$ cat src/rtl/ofdm_demap_pkg.sv
// Shared constants, FSM state type and bit-assembly helpers for the QAM demapper.
package ofdm_demap_pkg;

    localparam logic [2:0] MODE_BPSK  = 3'd0;
    localparam logic [2:0] MODE_QPSK  = 3'd1;
    localparam logic [2:0] MODE_16QAM = 3'd2;
    localparam logic [2:0] MODE_64QAM = 3'd3;

    // Accumulator holds up to 7 leftover bits plus one 6-bit sample.
    localparam int ACC_W = 14;
    localparam int CNT_W = 4;

    typedef enum logic [1:0] {
        IDLE,
        RUN,
        FLUSH
    } state_e;

    // Decided bits contributed by one sample; reserved modes contribute none.
    function automatic logic [2:0] bits_per_mode(input logic [2:0] mode);
        case (mode)
            MODE_BPSK:  bits_per_mode = 3'd1;
            MODE_QPSK:  bits_per_mode = 3'd2;
            MODE_16QAM: bits_per_mode = 3'd4;
            MODE_64QAM: bits_per_mode = 3'd6;
            default:    bits_per_mode = 3'd0;
        endcase
    endfunction

    // Orders the axis decisions {s_i, m1_i, m2_i, s_q, m1_q, m2_q} into a
    // left-justified 6-bit field: I bits first, sign first within each axis.
    // The 16-QAM inner decision |x| < 2L equals m1 & ~m2 of the 64-QAM slicer.
    function automatic logic [5:0] pack_decisions(input logic [2:0] mode,
                                                  input logic [5:0] dec);
        case (mode)
            MODE_BPSK:  pack_decisions = {dec[5], 5'b0};
            MODE_QPSK:  pack_decisions = {dec[5], dec[2], 4'b0};
            MODE_16QAM: pack_decisions = {dec[5], dec[4] & ~dec[3],
                                          dec[2], dec[1] & ~dec[0], 2'b0};
            MODE_64QAM: pack_decisions = dec;
            default:    pack_decisions = 6'b0;
        endcase
    endfunction

endpackage

$ cat src/rtl/ofdm_axis_slicer.sv
// Per-axis hard slicer: sign plus the two 64-QAM magnitude decisions.
module ofdm_axis_slicer #(
    parameter int DATA_SIZE = 16,
    parameter int LEVEL     = 1024
) (
    input  logic signed [DATA_SIZE-1:0] i_data,
    output logic                        o_sign,
    output logic                        o_m1,
    output logic                        o_m2
);

    if (6 * LEVEL >= 2 ** (DATA_SIZE - 1)) begin : g_level_check
        $error("ofdm_axis_slicer: 6*LEVEL does not fit in DATA_SIZE-1 magnitude bits");
    end

    localparam logic [DATA_SIZE-2:0] THR_2L = (DATA_SIZE - 1)'(2 * LEVEL);
    localparam logic [DATA_SIZE-2:0] THR_4L = (DATA_SIZE - 1)'(4 * LEVEL);
    localparam logic [DATA_SIZE-2:0] THR_6L = (DATA_SIZE - 1)'(6 * LEVEL);

    logic [DATA_SIZE-2:0] mag;

    // Saturating magnitude: the most negative code maps to the largest positive one.
    always_comb begin
        // NOTE: every branch assigns mag, so no latch is inferred.
        if (!i_data[DATA_SIZE-1]) begin
            mag = i_data[DATA_SIZE-2:0];
        end else if (i_data[DATA_SIZE-2:0] == '0) begin
            mag = '1;
        end else begin
            mag = (DATA_SIZE - 1)'(~i_data + 1'b1);
        end
    end

    // Exact threshold values fall into the outer region.
    assign o_sign = i_data[DATA_SIZE-1];
    assign o_m1   = (mag < THR_4L);
    assign o_m2   = (mag >= THR_2L) && (mag < THR_6L);

endmodule

$ cat src/rtl/ofdm_qam_demap.sv
// Hard-decision QAM demapper and MSB-first byte packer with frame-last marking.
module ofdm_qam_demap
    import ofdm_demap_pkg::*;
#(
    parameter int DATA_SIZE = 16,
    parameter int LEVEL     = 1024
) (
    input  logic                 i_clk,
    input  logic                 i_reset,
    input  logic                 i_valid,
    input  logic [DATA_SIZE-1:0] in_data_i,
    input  logic [DATA_SIZE-1:0] in_data_q,
    input  logic                 i_last,
    input  logic [2:0]           i_mode,
    output logic [7:0]           o_data,
    output logic                 o_valid,
    output logic                 o_last,
    output logic                 o_busy,
    output logic                 o_mode_err
);

    logic sign_i, m1_i, m2_i, sign_q, m1_q, m2_q;

    ofdm_axis_slicer #(.DATA_SIZE(DATA_SIZE), .LEVEL(LEVEL)) u_slice_i (
        .i_data (in_data_i),
        .o_sign (sign_i),
        .o_m1   (m1_i),
        .o_m2   (m2_i)
    );

    ofdm_axis_slicer #(.DATA_SIZE(DATA_SIZE), .LEVEL(LEVEL)) u_slice_q (
        .i_data (in_data_q),
        .o_sign (sign_q),
        .o_m1   (m1_q),
        .o_m2   (m2_q)
    );

    // Stage 1 registers
    logic       s1_valid_q, s1_valid_d;
    logic       s1_last_q,  s1_last_d;
    logic [2:0] s1_mode_q,  s1_mode_d;
    logic [5:0] s1_dec_q,   s1_dec_d;

    // Stage 2 / frame state
    state_e             state_q,    state_d;
    logic [2:0]         mode_q,     mode_d;
    logic [ACC_W-1:0]   acc_q,      acc_d;
    logic [CNT_W-1:0]   cnt_q,      cnt_d;
    logic               mode_err_q, mode_err_d;
    logic [7:0]         data_q,     data_d;
    logic               valid_q,    valid_d;
    logic               last_q,     last_d;

    logic [2:0]         cur_mode;
    logic [5:0]         sbits;
    logic [ACC_W-1:0]   base_acc, sum_acc;
    logic [CNT_W-1:0]   base_cnt, sum_cnt;

    // Stage 1: capture the slicer decisions and the sample's framing.
    always_comb begin
        s1_valid_d = i_valid;
        s1_last_d  = i_valid & i_last;
        s1_mode_d  = i_mode;
        s1_dec_d   = {sign_i, m1_i, m2_i, sign_q, m1_q, m2_q};
    end

    // Stage 2: frame FSM, bit accumulation, byte extraction and flush.
    always_comb begin
        state_d    = state_q;
        mode_d     = mode_q;
        acc_d      = acc_q;
        cnt_d      = cnt_q;
        mode_err_d = mode_err_q;
        data_d     = data_q;
        valid_d    = 1'b0;
        last_d     = 1'b0;
        cur_mode   = mode_q;
        base_acc   = acc_q;
        base_cnt   = cnt_q;
        sbits      = '0;
        sum_acc    = '0;
        sum_cnt    = '0;

        if (state_q == FLUSH) begin
            // Residual is already left-justified with zeros below it.
            valid_d  = 1'b1;
            last_d   = 1'b1;
            data_d   = acc_q[ACC_W-1 -: 8];
            base_acc = '0;
            base_cnt = '0;
            acc_d    = '0;
            cnt_d    = '0;
            state_d  = IDLE;
        end

        if (s1_valid_q) begin
            if (state_q != RUN) begin
                cur_mode = s1_mode_q;
                mode_d   = s1_mode_q;
                if (s1_mode_q[2]) begin
                    mode_err_d = 1'b1;
                end
                state_d = RUN;
            end

            sbits   = pack_decisions(cur_mode, s1_dec_q);
            sum_acc = base_acc | ({sbits, 8'b0} >> base_cnt);
            sum_cnt = base_cnt + {1'b0, bits_per_mode(cur_mode)};
            acc_d   = sum_acc;
            cnt_d   = sum_cnt;

            // A flush cycle starts from an empty accumulator, so this never collides with it.
            if (sum_cnt >= 4'd8) begin
                valid_d = 1'b1;
                data_d  = sum_acc[ACC_W-1 -: 8];
                last_d  = s1_last_q && (sum_cnt == 4'd8);
                acc_d   = sum_acc << 8;
                cnt_d   = sum_cnt - 4'd8;
            end

            if (s1_last_q) begin
                state_d = (cnt_d != 4'd0) ? FLUSH : IDLE;
            end
        end
    end

    // Register both stages; reset discards any partially packed bits.
    always_ff @(posedge i_clk) begin
        // NOTE: non-blocking assignments so every flop samples pre-edge values.
        if (i_reset) begin
            s1_valid_q <= 1'b0;
            s1_last_q  <= 1'b0;
            s1_mode_q  <= '0;
            s1_dec_q   <= '0;
            state_q    <= IDLE;
            mode_q     <= '0;
            acc_q      <= '0;
            cnt_q      <= '0;
            mode_err_q <= 1'b0;
            data_q     <= '0;
            valid_q    <= 1'b0;
            last_q     <= 1'b0;
        end else begin
            s1_valid_q <= s1_valid_d;
            s1_last_q  <= s1_last_d;
            s1_mode_q  <= s1_mode_d;
            s1_dec_q   <= s1_dec_d;
            state_q    <= state_d;
            mode_q     <= mode_d;
            acc_q      <= acc_d;
            cnt_q      <= cnt_d;
            mode_err_q <= mode_err_d;
            data_q     <= data_d;
            valid_q    <= valid_d;
            last_q     <= last_d;
        end
    end

    assign o_data     = data_q;
    assign o_valid    = valid_q;
    assign o_last     = last_q;
    assign o_busy     = (state_q != IDLE);
    assign o_mode_err = mode_err_q;

endmodule
$ cat config.mk
export PLATFORM = sky130hd
export DESIGN_NAME = ofdm_qam_demap
export DESIGN_NICKNAME = d
export VERILOG_FILES = /design/src/rtl/ofdm_demap_pkg.sv /design/src/rtl/ofdm_axis_slicer.sv /design/src/rtl/ofdm_qam_demap.sv
export SDC_FILE = /design/constraint.sdc
export NUM_CORES = 1
export LEC_CHECK = 0
export BUFFER_PORTS_ARGS = -buffer_cell sky130_fd_sc_hd__buf_4
export CELL_PAD_IN_SITES_DETAIL_PLACEMENT = 1
export CELL_PAD_IN_SITES_GLOBAL_PLACEMENT = 2
export CORE_MARGIN = 2
export CORE_UTILIZATION = 33
export DETAILED_ROUTE_END_ITERATION = 10
export GPL_TIMING_DRIVEN = 1
export PLACE_DENSITY = 0.87
export SYNTH_ARGS = -nofsm -noshare
export SYNTH_HDL_FRONTEND = slang
export SYNTH_SLANG_ARGS = --single-unit
$ cat constraint.sdc
create_clock -name i_clk -period 3.3 [get_ports i_clk]
set_input_delay 0 -clock i_clk [delete_from_list [all_inputs] [get_ports i_clk]]
set_output_delay 0 -clock i_clk [all_outputs]
set_load 0.01 [all_outputs]
==> metrics.md, run 1 <==
| Metric | Value |
|---|---|
| Hold Crit Start | `in_data_q[15]` |
| Io pins | `51` |
| DIE AREA | `0.01032 mm²` |
| DRC | `0` |
| Cell area after synthesis | `0.003143 mm²` |
| Post-cts resize count | `0` |
| FF-to-FF End | `acc_q[2]$_SDFF_PP0_` |
| DP Area | `0.003680 mm²` |
| Share of the synthesized area in the top cell type | `28.66%` |
| Area grow syn2layout | `22.85%` |
| Setup ws final | `0.3051 ns` |
| Routed WL per cell | `19.08 µm` |
| CP endpoint kind | `register` |
| Via count | `3532` |
| EDFF count, synth | `0` |
| Ys flop type | `dfxtp_1` |
| Num CTS Buffers | `5` |
| Clock root buffer master | `clkbuf_8` |
| CP Launch Type | `register` |
| Ys async rst share | `0%` |
| CTS tree | `yes` |
| Run status | `finished clean` |
| CORE AREA | `0.009240 mm²` |
| Final hold violations | `0` |
| Row count | `35` |
| RSZ-0062 raised after global routing | `no` |
| Worst-Skew Late Latency | `0.31 ns` |
| Critical path arrival | `3.22 ns` |
| I/O Buffers | `50` |
| Slew headroom | `41.43%` |
| Nets | `514` |
| Hold depth | `2` |
| Mapped Nets | `460` |
| Largest net degree at the start of global routing | `35` |
| Register bit total from synthesis | `45` |
| Max-cap violation count | `0` |
| Multi-input gate area | `0.002062 mm²` |
| Drt first-iter violations | `251` |
| Leakage power | `1.497 nW` |
| Fin crit period | `2.995 ns` |
| Total Power | `1.237 mW` |
| Avg Inst Size Synth | `7.574 µm²` |
| Yosys warning count | `0` |
| Pre-CTS setup slack | `0.3567 ns` |
| Count leader, synth | `nor2_1` |
| Clk slew on worst S/H paths | `0.10 ns` |
| Yosys top cell by area | `dfxtp_1` |
| TNS Setup | `0 ns` |
| Postcts setup bufs | `0` |
| Reg2reg setup slack | `0.31 ns` |
| Hold Path Class | `input port to register` |
| H-tree depth | `2` |
| Synthesized netlist cell count | `415` |
| Cell variety after synth | `62` |
| Post-DR vias/cell | `5.896` |
| Maximum VDD drop | `0.1360 mV` |
| Commonest cells post-synth | `nor2_1 (46), dfxtp_1 (45), nand2_1 (37)` |
| Critical Path RT | `3.53 ns` |
| Share of cells above drive strength 1 | `18.30%` |
| Die Span X | `101.6 µm` |
| Drt first pass iters | `5` |
| Fmax | `0.3339 GHz` |
| Clock Skew | `0.01838 ns` |
| Final worst-path cycle share | `90.75%` |
| Hold Path Sink | `s1_dec_q[2]$_SDFF_PP0_` |
| CP Max Fanout | `15` |
| CTS Sinks | `45` |
| Detailed-placement wirelength estimate | `8465 µm` |
| GRT overflow | `0` |
| Detail Route Antenna Nets | `0` |
| Chip height | `101.6 µm` |
| Setup Crit Path Kind | `register to register` |
| Vias in the first global route | `3588` |
| Initial Util | `34.01%` |
| First-pass GRT wire length | `18880 µm` |
| Initial antenna violation count | `0` |
| Max-slew violations | `0` |
| CTS max path bufs | `2` |
| R2R cell count | `10` |
| Seq/Total Area, Yosys | `28.66%` |
| Top cells by area, synth | `dfxtp_1 (29%), nor2_1 (5.5%), a21oi_1 (4.8%), nand2_1 (4.4%), nand3_1 (3.3%)` |
| Design area | `0.003861 mm²` |
| Fill cells | `1146` |
| Placer Congestion | `0.9009` |
| Drt total wl | `11430 µm` |
| Total GRT Usage | `23.42%` |
| Setup violators final | `0` |
| PwrDens | `320.3 mW/mm²` |
| Register area | `900.9 µm²` |
| Worst slew pin tran | `0.8694 ns` |
| # diodes | `0` |
## cell families (layout without fill, tap and decap cells)
kind of cell	Yosys count	count (layout)	synth area share (%)
fa+ha+maj	6	6	2.627
simple gates	170	170	27.15
mux	11	11	3.821
buf+inv	43	98	5.732
flops	45	45	28.66
compound gates	130	130	29.22
xor+xnor	10	10	2.786
## worst max-delay path by stage
stage                     slack, ns  cells after the start                   end
after floorplan                0.48                     11  o_data[1]$_SDFF_PP0_
after global placement         0.48                     12  o_data[2]$_SDFF_PP0_
after detailed placement       0.36                     10   acc_q[2]$_SDFF_PP0_
after CTS                      0.33                     10   acc_q[2]$_SDFF_PP0_
after global routing           0.02                     10   acc_q[1]$_SDFF_PP0_
final                          0.31                     10   acc_q[2]$_SDFF_PP0_
## power by group
part	switching [mW]	total (mW)	internal, mW
Sequential	0.0229	0.579	0.556
Clock	0.209	0.437	0.228
Combinational	0.124	0.221	0.0964
Total	0.357	1.24	0.880
## stage by stage
step	utilization, %	instances	hold WS [ns]
2_1_floorplan	-	415	0.1217
3_3_place_gp	39.82	584	0.2029
3_5_place_dp	39.82	584	0.2100
4_1_cts	41.79	599	0.005123
5_1_grt	41.79	599	0.01944
6_report	41.79	599	0.002390
## layout by cell type, fill, tap and decap left out, types with 4 or more instances in the layout
cell and n:
a21oi_1 30, o21a_1 4, ha_1 5, dlygate4sd3_1 7
nand2_1 37, nor2_1 46, and2_1 5, mux2i_1 5
mux2_2 5, dfxtp_1 45, nor3_1 12, a31oi_1 9
nand3_1 21, inv_1 18, and3_1 4, xor2_1 4
o21ai_0 17, buf_4 65, nor2b_1 12, nand2b_1 7
a221oi_1 11, xnor2_1 6, nand4_1 8, o211ai_1 6
clkbuf_8 5, o31ai_1 5, a211oi_1 6
## worst max-delay path, stage by stage, from the launching register on
cell      delay [ns]
dfxtp_1         0.60
nand2b_1        0.32
nand2_1         0.11
inv_1           0.17
ha_1            0.33
a21oi_1         0.26
a221oi_1        0.13
a21o_1          0.30
nor2_1          0.28
nand2_1         0.20
a211oi_1        0.21
## state kept, by name, indices dropped and copies added, names as in the netlist, named ones only
name / flops
state_q: 1
s1_valid_q: 1
mode_q: 3
o_valid: 1
s1_last_q: 1
o_mode_err: 1
acc_q: 14
o_data: 8
o_last: 1
s1_mode_q: 3
cnt_q: 4
s1_dec_q: 6
## final cells by class
class	instances	area share [%]
clock inverter	2	1.005
timing repair buffer	72	14.45
tap	129	4.180
sequential	45	23.33
clock buffer	6	1.879
inverter	18	1.750
multi-input combinational	327	53.40
## layer usage
| metal | up-vias | GRT usage (%) | wire [µm] |
|---|---|---|---|
| met4 | 0 | 6.653 | 200 |
| met3 | 22 | 3.313 | 628 |
| met2 | 130 | 39.78 | 5524 |
| li1 | 1650 | - | - |
| met1 | 1730 | 30.91 | 5077 |
| met5 | - | 0 | 0 |
## repair_timing
item                                   in CTS  in global routing
endpoints found under the hold margin       7                  0
hold buffers                                7                  0
setup endpoints to repair                   0                  0
No activity file was read; power rests on OpenSTA's default activity.
==> run 2, diff against run 1 <==
Settings changed: MAX_ROUTING_LAYER set to met4.
==> metrics.md, run 2 (same netlist as run 1, synthesis figures left out) <==
| Metric | Value |
|---|---|
| Die Span X | `101.6 µm (unchanged)` |
| Initial antenna violation count | `0 (unchanged)` |
| Sequential Power Share | `46.8% (about the same)` |
| RSZ-0062 raised after global routing | `no (unchanged)` |
| Share of cells above drive strength 1 | `18.30% (unchanged)` |
| Combinational power share | `17.8% (about the same)` |
| Worst slew pin tran | `0.9154 ns (was 0.8694 ns)` |
| Critical Path RT | `3.53 ns (about the same)` |
| TNS Setup | `0 ns (unchanged)` |
| Detailed-placement wirelength estimate | `8465 µm (unchanged)` |
| I/O Buffers | `50 (unchanged)` |
| Switch Pwr | `358.0 µW (was 356.6 µW)` |
| Chip height | `101.6 µm (unchanged)` |
| Drt first-iter violations | `295 (was 251)` |
| Detail Route Antenna Nets | `0 (unchanged)` |
| H-tree depth | `2 (unchanged)` |
| Post-DR vias/cell | `5.846 (was 5.896)` |
| Drt total wl | `11400 µm (was 11430 µm)` |
| Critical path arrival | `3.23 ns (was 3.22 ns)` |
| Max-cap violation count | `0 (unchanged)` |
| PwrDens | `320.6 mW/mm² (was 320.3 mW/mm²)` |
| Routed WL per cell | `19.03 µm (was 19.08 µm)` |
| DRC | `0 (unchanged)` |
| CORE AREA | `0.009240 mm² (unchanged)` |
| Total GRT Usage | `24.18% (was 23.42%)` |
| DIE AREA | `0.01032 mm² (unchanged)` |
| Setup ws final | `0.2980 ns (was 0.3051 ns)` |
| Hold slack final | `0.004603 ns (was 0.002390 ns)` |
| Num CTS Buffers | `5 (unchanged)` |
| Io pins | `51 (unchanged)` |
| Register area | `900.9 µm² (unchanged)` |
| Clk pwr share | `35.4% (about the same)` |
| Slew headroom | `38.33% (was 41.43%)` |
| Clock Skew | `0.01854 ns (was 0.01838 ns)` |
| CP Max Fanout | `15 (unchanged)` |
| Largest net degree at the start of global routing | `35 (unchanged)` |
| CTS max path bufs | `2 (unchanged)` |
| Final worst-path cycle share | `90.97% (was 90.75%)` |
| Clk slew on worst S/H paths | `0.09 ns (was 0.10 ns)` |
| Area grow syn2layout | `22.85% (unchanged)` |
| Max-slew violations | `0 (unchanged)` |
| Hold Crit Start | `in_data_q[15] (unchanged)` |
| Switching Share | `28.91% (was 28.84%)` |
| Placer Congestion | `0.9163 (was 0.9009)` |
| Hold Path Class | `input port to register (unchanged)` |
| # diodes | `0 (unchanged)` |
| Vias in the first global route | `3591 (was 3588)` |
| CP Launch Type | `register (unchanged)` |
| CTS tree | `yes (unchanged)` |
| Worst-Skew Late Latency | `0.31 ns (about the same)` |
| Nets | `514 (unchanged)` |
| Fill cells | `1146 (unchanged)` |
| Leakage power | `1.497 nW (unchanged)` |
| Pint | `880.0 µW (about the same)` |
| Commonest non-fill, non-tap cell in the layout | `buf_4 (unchanged)` |
| Clock root buffer master | `clkbuf_8 (unchanged)` |
| Initial Util | `34.01% (unchanged)` |
| Drt first pass iters | `6 (was 5)` |
| Fmax | `0.3331 GHz (was 0.3339 GHz)` |
| Maximum VDD drop | `0.1348 mV (was 0.1360 mV)` |
| Multi-input gate area | `0.002062 mm² (unchanged)` |
| CTS Sinks | `45 (unchanged)` |
| Most flop-heavy register | `acc_q (unchanged)` |
| Row count | `35 (unchanged)` |
| Most frequent cells in the layout | `buf_4 (65), nor2_1 (46), dfxtp_1 (45) (unchanged)` |
| CP endpoint kind | `register (unchanged)` |
| Final hold violations | `0 (unchanged)` |
| Pre-CTS setup slack | `0.3567 ns (unchanged)` |
| Setup violators final | `0 (unchanged)` |
| Max reg flops | `14 (unchanged)` |
| Run status | `finished clean (unchanged)` |
| Setup Crit Path Kind | `register to register (unchanged)` |
| First-pass GRT wire length | `18860 µm (was 18880 µm)` |
| GRT overflow | `0 (unchanged)` |
| Post-cts resize count | `0 (unchanged)` |
| Fin crit period | `3.002 ns (was 2.995 ns)` |
| Via count | `3502 (was 3532)` |
==> run 2: cell counts in the layout (fill, tap and decap cells not counted) <==
Identical to the previous run, type by type.
==> run 2: metal layers <==
metal,GRT usage (%),vias up,routed length (µm)
li1,-,1649,-
met1,31.08,1700,5088
met2,39.42,128,5480
met3,3.382,25,614
met4,7.173,0,218
met5,-,-,0
==> run 2: critical path, cell delays in order (launching register included) <==
cell,delay (ns)
dfxtp_1,0.62
nand2b_1,0.33
nand2_1,0.11
inv_1,0.17
ha_1,0.33
a21oi_1,0.26
a221oi_1,0.13
a21o_1,0.30
nor2_1,0.28
nand2_1,0.19
a211oi_1,0.21
==> run 2: power groups by stage <==
| stage | logic, mW | registers [mW] | clock network, mW |
|---|---|---|---|
| after global routing | 0.243 | 0.581 | 0.469 |
| after floorplan | 0.134 | 0.577 | 0 |
| final | 0.221 | 0.579 | 0.438 |
| after global placement | 0.205 | 0.590 | 0 |
| after CTS | 0.219 | 0.578 | 0.449 |
| after detailed placement | 0.211 | 0.590 | 0 |
==> run 2: timing repair <==
action | in CTS | in global routing
setup endpoints to repair | 0 | 0
buffers inserted | 0 | 0
hold buffers | 7 | 0
hold endpoints to repair | 7 | 0
==> run 2: per-stage QoR <==
stage / power [mW] / cell area (µm²) / cells / utilization [%]
after floorplan: 0.7110 / 3143 / 415 / -
after global placement: 0.7957 / 3680 / 584 / 39.82
after detailed placement: 0.8014 / 3680 / 584 / 39.82
after CTS: 1.246 / 3861 / 599 / 41.79
after global routing: 1.293 / 3861 / 599 / 41.79
final: 1.238 / 3861 / 599 / 41.79
==> run 2: final timing paths <==
kind / to / slack, ns / cells after the start
max: acc_q[2]$_SDFF_PP0_ / 0.30 / 10
min reg2reg: o_data[6]$_SDFF_PP0_ / 0.47 / 2
min: s1_dec_q[2]$_SDFF_PP0_ / 0.005 / 2
max reg2reg: acc_q[2]$_SDFF_PP0_ / 0.30 / 10
==> run 2: area by class of cell <==
| type | instances | area share [%] |
|---|---|---|
| Clock buffer | 6 | 1.879 |
| Clock inverter | 2 | 1.005 |
| Inverter | 18 | 1.750 |
| Multi-Input combinational cell | 327 | 53.40 |
| Sequential cell | 45 | 23.33 |
| Tap cell | 129 | 4.180 |
| Timing Repair Buffer | 72 | 14.45 |
==> run 3, diff against run 2 <==
Settings changed: ABC_AREA set to 1, CORE_UTILIZATION 33 to 31, PLACE_DENSITY 0.87 to 0.86.
==> metrics.md, run 3 <==
| Metric | Value |
|---|---|
| Run status | `finished clean (unchanged)` |
| GRT overflow | `0 (unchanged)` |
| CP Launch Type | `register (unchanged)` |
| DIE AREA | `0.01024 mm² (was 0.01032 mm²)` |
| Via count | `2877 (was 3502)` |
| Hold Crit Start | `in_data_i[12] (was in_data_q[15])` |
| Hold Path Class | `input port to register (unchanged)` |
| Fill cells | `1197 (was 1146)` |
| Ys flop type | `dfxtp_1 (unchanged)` |
| Fmax | `0.3558 GHz (was 0.3331 GHz)` |
| Mapped Nets | `464 (was 460)` |
| H-tree depth | `2 (unchanged)` |
| Drt first-iter violations | `102 (was 295)` |
| Worst slew pin tran | `0.6309 ns (was 0.9154 ns)` |
| Top cells by area, synth | `dfxtp_1 (31%), nand2_1 (12%), nand3_1 (7.0%), nor2_1 (6.5%), inv_1 (5.1%) (was dfxtp_1 (29%), nor2_1 (5.5%), a21oi_1 (4.8%), nand2_1 (4.4%), nand3_1 (3.3%))` |
| Drt first pass iters | `4 (was 6)` |
| CP peak stage delay | `0.63 ns (was 0.62 ns)` |
| TNS Setup | `0 ns (unchanged)` |
| Hold depth | `4 (was 2)` |
| Post-DR vias/cell | `4.918 (was 5.846)` |
| Maximum VDD drop | `0.1989 mV (was 0.1348 mV)` |
| Share of the synthesized area in the top cell type | `30.76% (was 28.66%)` |
| Cell area after synthesis | `0.002929 mm² (was 0.003143 mm²)` |
| Yosys warning count | `0 (unchanged)` |
| Setup violators final | `0 (unchanged)` |
| CP Max Fanout | `24 (was 15)` |
| Drt total wl | `8162 µm (was 11400 µm)` |
| CTS tree | `yes (unchanged)` |
| Max-cap violation count | `0 (unchanged)` |
| CTS max path bufs | `2 (unchanged)` |
| Max-slew violations | `0 (unchanged)` |
| FF-to-FF End | `acc_q[1]$_SDFF_PP0_ (was acc_q[2]$_SDFF_PP0_)` |
| Max reg flops | `14 (unchanged)` |
| DRC | `0 (unchanged)` |
| Critical path, cell by cell | `nor2_8 -> inv_4 -> nand2_2 -> inv_1 -> ha_1 -> a21oi_1 -> nand2_1 -> xor2_2 -> nand2_2 -> nand2_1 -> inv_2 -> o21ai_1 -> a21oi_1 (was nand2b_1 -> nand2_1 -> inv_1 -> ha_1 -> a21oi_1 -> a221oi_1 -> a21o_1 -> nor2_1 -> nand2_1 -> a211oi_1)` |
| Most flop-heavy register | `acc_q (unchanged)` |
| CORE AREA | `0.009196 mm² (was 0.009240 mm²)` |
| First-pass GRT wire length | `14300 µm (was 18860 µm)` |
| # diodes | `0 (unchanged)` |
| Detailed-placement wirelength estimate | `6390 µm (was 8465 µm)` |
| Setup ws final | `0.4892 ns (was 0.2980 ns)` |
| R2R cell count | `13 (was 10)` |
| Reg2reg setup slack | `0.49 ns (was 0.30 ns)` |
| Detail Route Antenna Nets | `0 (unchanged)` |
| Critical path arrival | `3.05 ns (was 3.23 ns)` |
| Post-cts resize count | `0 (unchanged)` |
| Slew headroom | `57.89% (was 38.33%)` |
| EDFF count, synth | `0 (unchanged)` |
| Nets | `518 (was 514)` |
| Leakage power | `1.764 nW (was 1.497 nW)` |
| Slowest CP cell | `dfxtp_1 (unchanged)` |
| Avg Inst Size Synth | `6.991 µm² (was 7.574 µm²)` |
| Share of cells above drive strength 1 | `24.68% (was 18.30%)` |
| Clk slew on worst S/H paths | `0.09 ns (about the same)` |
| Total GRT Usage | `17.79% (was 24.18%)` |
| Row count | `35 (unchanged)` |
| Area grow syn2layout | `20.89% (was 22.85%)` |
| Initial Util | `31.85% (was 34.01%)` |
| Count leader, synth | `nand2_1 (was nor2_1)` |
| Commonest cells post-synth | `nand2_1 (90), nor2_1 (51), dfxtp_1 (45) (was nor2_1 (46), dfxtp_1 (45), nand2_1 (37))` |
| Critical Path RT | `3.54 ns (was 3.53 ns)` |
| Hold_buf cts | `8 (was 7)` |
| Num CTS Buffers | `5 (unchanged)` |
| Most frequent cells in the layout | `nand2_1 (90), buf_4 (52), nor2_1 (51) (was buf_4 (65), nor2_1 (46), dfxtp_1 (45))` |
| Clock Skew | `0.01033 ns (was 0.01854 ns)` |
| Worst-Skew Late Latency | `0.30 ns (was 0.31 ns)` |
| Synthesized netlist cell count | `419 (was 415)` |
| Yosys top cell by area | `dfxtp_1 (unchanged)` |
| CTS Sinks | `45 (unchanged)` |
| Placer Congestion | `0.8580 (was 0.9163)` |
| Register area | `900.9 µm² (unchanged)` |
| Clock root buffer master | `clkbuf_8 (unchanged)` |
| Design area | `0.003541 mm² (was 0.003861 mm²)` |
| Die Span X | `101.2 µm (was 101.6 µm)` |
| RSZ-0062 raised after global routing | `no (unchanged)` |
| Setup Crit Path Kind | `register to register (unchanged)` |
| Final worst-path cycle share | `85.18% (was 90.97%)` |
| Vias in the first global route | `3047 (was 3591)` |
| Fin crit period | `2.811 ns (was 3.002 ns)` |
| Hold Path Sink | `s1_dec_q[4]$_SDFF_PP0_ (was s1_dec_q[2]$_SDFF_PP0_)` |
| Ys async rst share | `0% (unchanged)` |
| Pre-CTS setup slack | `0.4790 ns (was 0.3567 ns)` |
| Register bit total from synthesis | `45 (unchanged)` |
| Chip height | `101.2 µm (was 101.6 µm)` |
| Layout Utilization | `38.50% (was 41.79%)` |
| I/O Buffers | `50 (unchanged)` |
| Final hold violations | `0 (unchanged)` |
| DP Area | `0.003377 mm² (was 0.003680 mm²)` |
| Multi-input gate area | `0.001757 mm² (was 0.002062 mm²)` |
| Cell variety after synth | `43 (was 62)` |
| Postcts setup bufs | `0 (unchanged)` |
| Commonest non-fill, non-tap cell in the layout | `nand2_1 (was buf_4)` |
| Io pins | `51 (unchanged)` |
| CP endpoint kind | `register (unchanged)` |
| Initial antenna violation count | `0 (unchanged)` |
| Seq/Total Area, Yosys | `30.76% (was 28.66%)` |
| Largest net degree at the start of global routing | `25 (was 35)` |
| PwrDens | `336.9 mW/mm² (was 320.6 mW/mm²)` |
| Routed WL per cell | `13.95 µm (was 19.03 µm)` |
==> run 3: worst max-delay path by stage <==
stage	start	endpoint
global placement	register	acc_q[1]$_SDFF_PP0_
finish	register	acc_q[1]$_SDFF_PP0_
detailed placement	register	acc_q[1]$_SDFF_PP0_
CTS	register	acc_q[1]$_SDFF_PP0_
global route	register	acc_q[1]$_SDFF_PP0_
floorplan	register	o_data[7]$_SDFF_PP0_
==> run 3: metrics by stage <==
step / instances / total power, mW / hold WS, ns
after floorplan: 419 / 0.7653 / 0.1070
after global placement: 569 / 0.8470 / 0.2073
after detailed placement: 569 / 0.8544 / 0.2085
after CTS: 585 / 1.211 / 0.008049
after global routing: 585 / 1.268 / 0.02100
final: 585 / 1.193 / 0.01233
==> run 3: area by class of cell <==
class | instances | share of cell area, %
sequential | 45 | 25.44
clock inverter | 1 | 0.2120
tap | 111 | 3.922
timing repair buffer | 60 | 13.29
multi-input combinational | 313 | 49.61
inverter | 48 | 5.371
clock buffer | 7 | 2.155
==> run 3: critical path: cells and delay by family (launching register included) <==
kind	cells	cell delay (ns)
simple gates	5	0.73
buf+inv	3	0.56
compound gates	3	0.36
flops	1	0.63
xor+xnor	1	0.16
fa+ha+maj	1	0.30
==> run 3: cell families (layout without fill, tap and decap cells) <==
group           after synthesis  after routing  share of synthesized area [%]
xor+xnor                      7              7                          2.350
simple gates                250            250                          44.72
fa+ha+maj                     6              6                          2.819
flops                        45             45                          30.76
buf+inv                      61            116                          9.269
compound gates               50             50                          10.08
==> run 3: per-layer routing <==
layer / wire length, µm / up-vias / GRT usage [%]
li1: - / 1475 / -
met5: 0 / - / -
met2: 3799 / 34 / 29.29
met1: 4061 / 1361 / 23.57
met4: 73 / 0 / 3.119
met3: 227 / 7 / 2.553
==> run 3: power by group <==
group          total, mW  internal [mW]  leakage, nW  switching (mW)
clock network      0.346          0.150       0.0385           0.196
registers          0.579          0.561        0.366          0.0175
logic              0.268          0.109         1.36           0.158
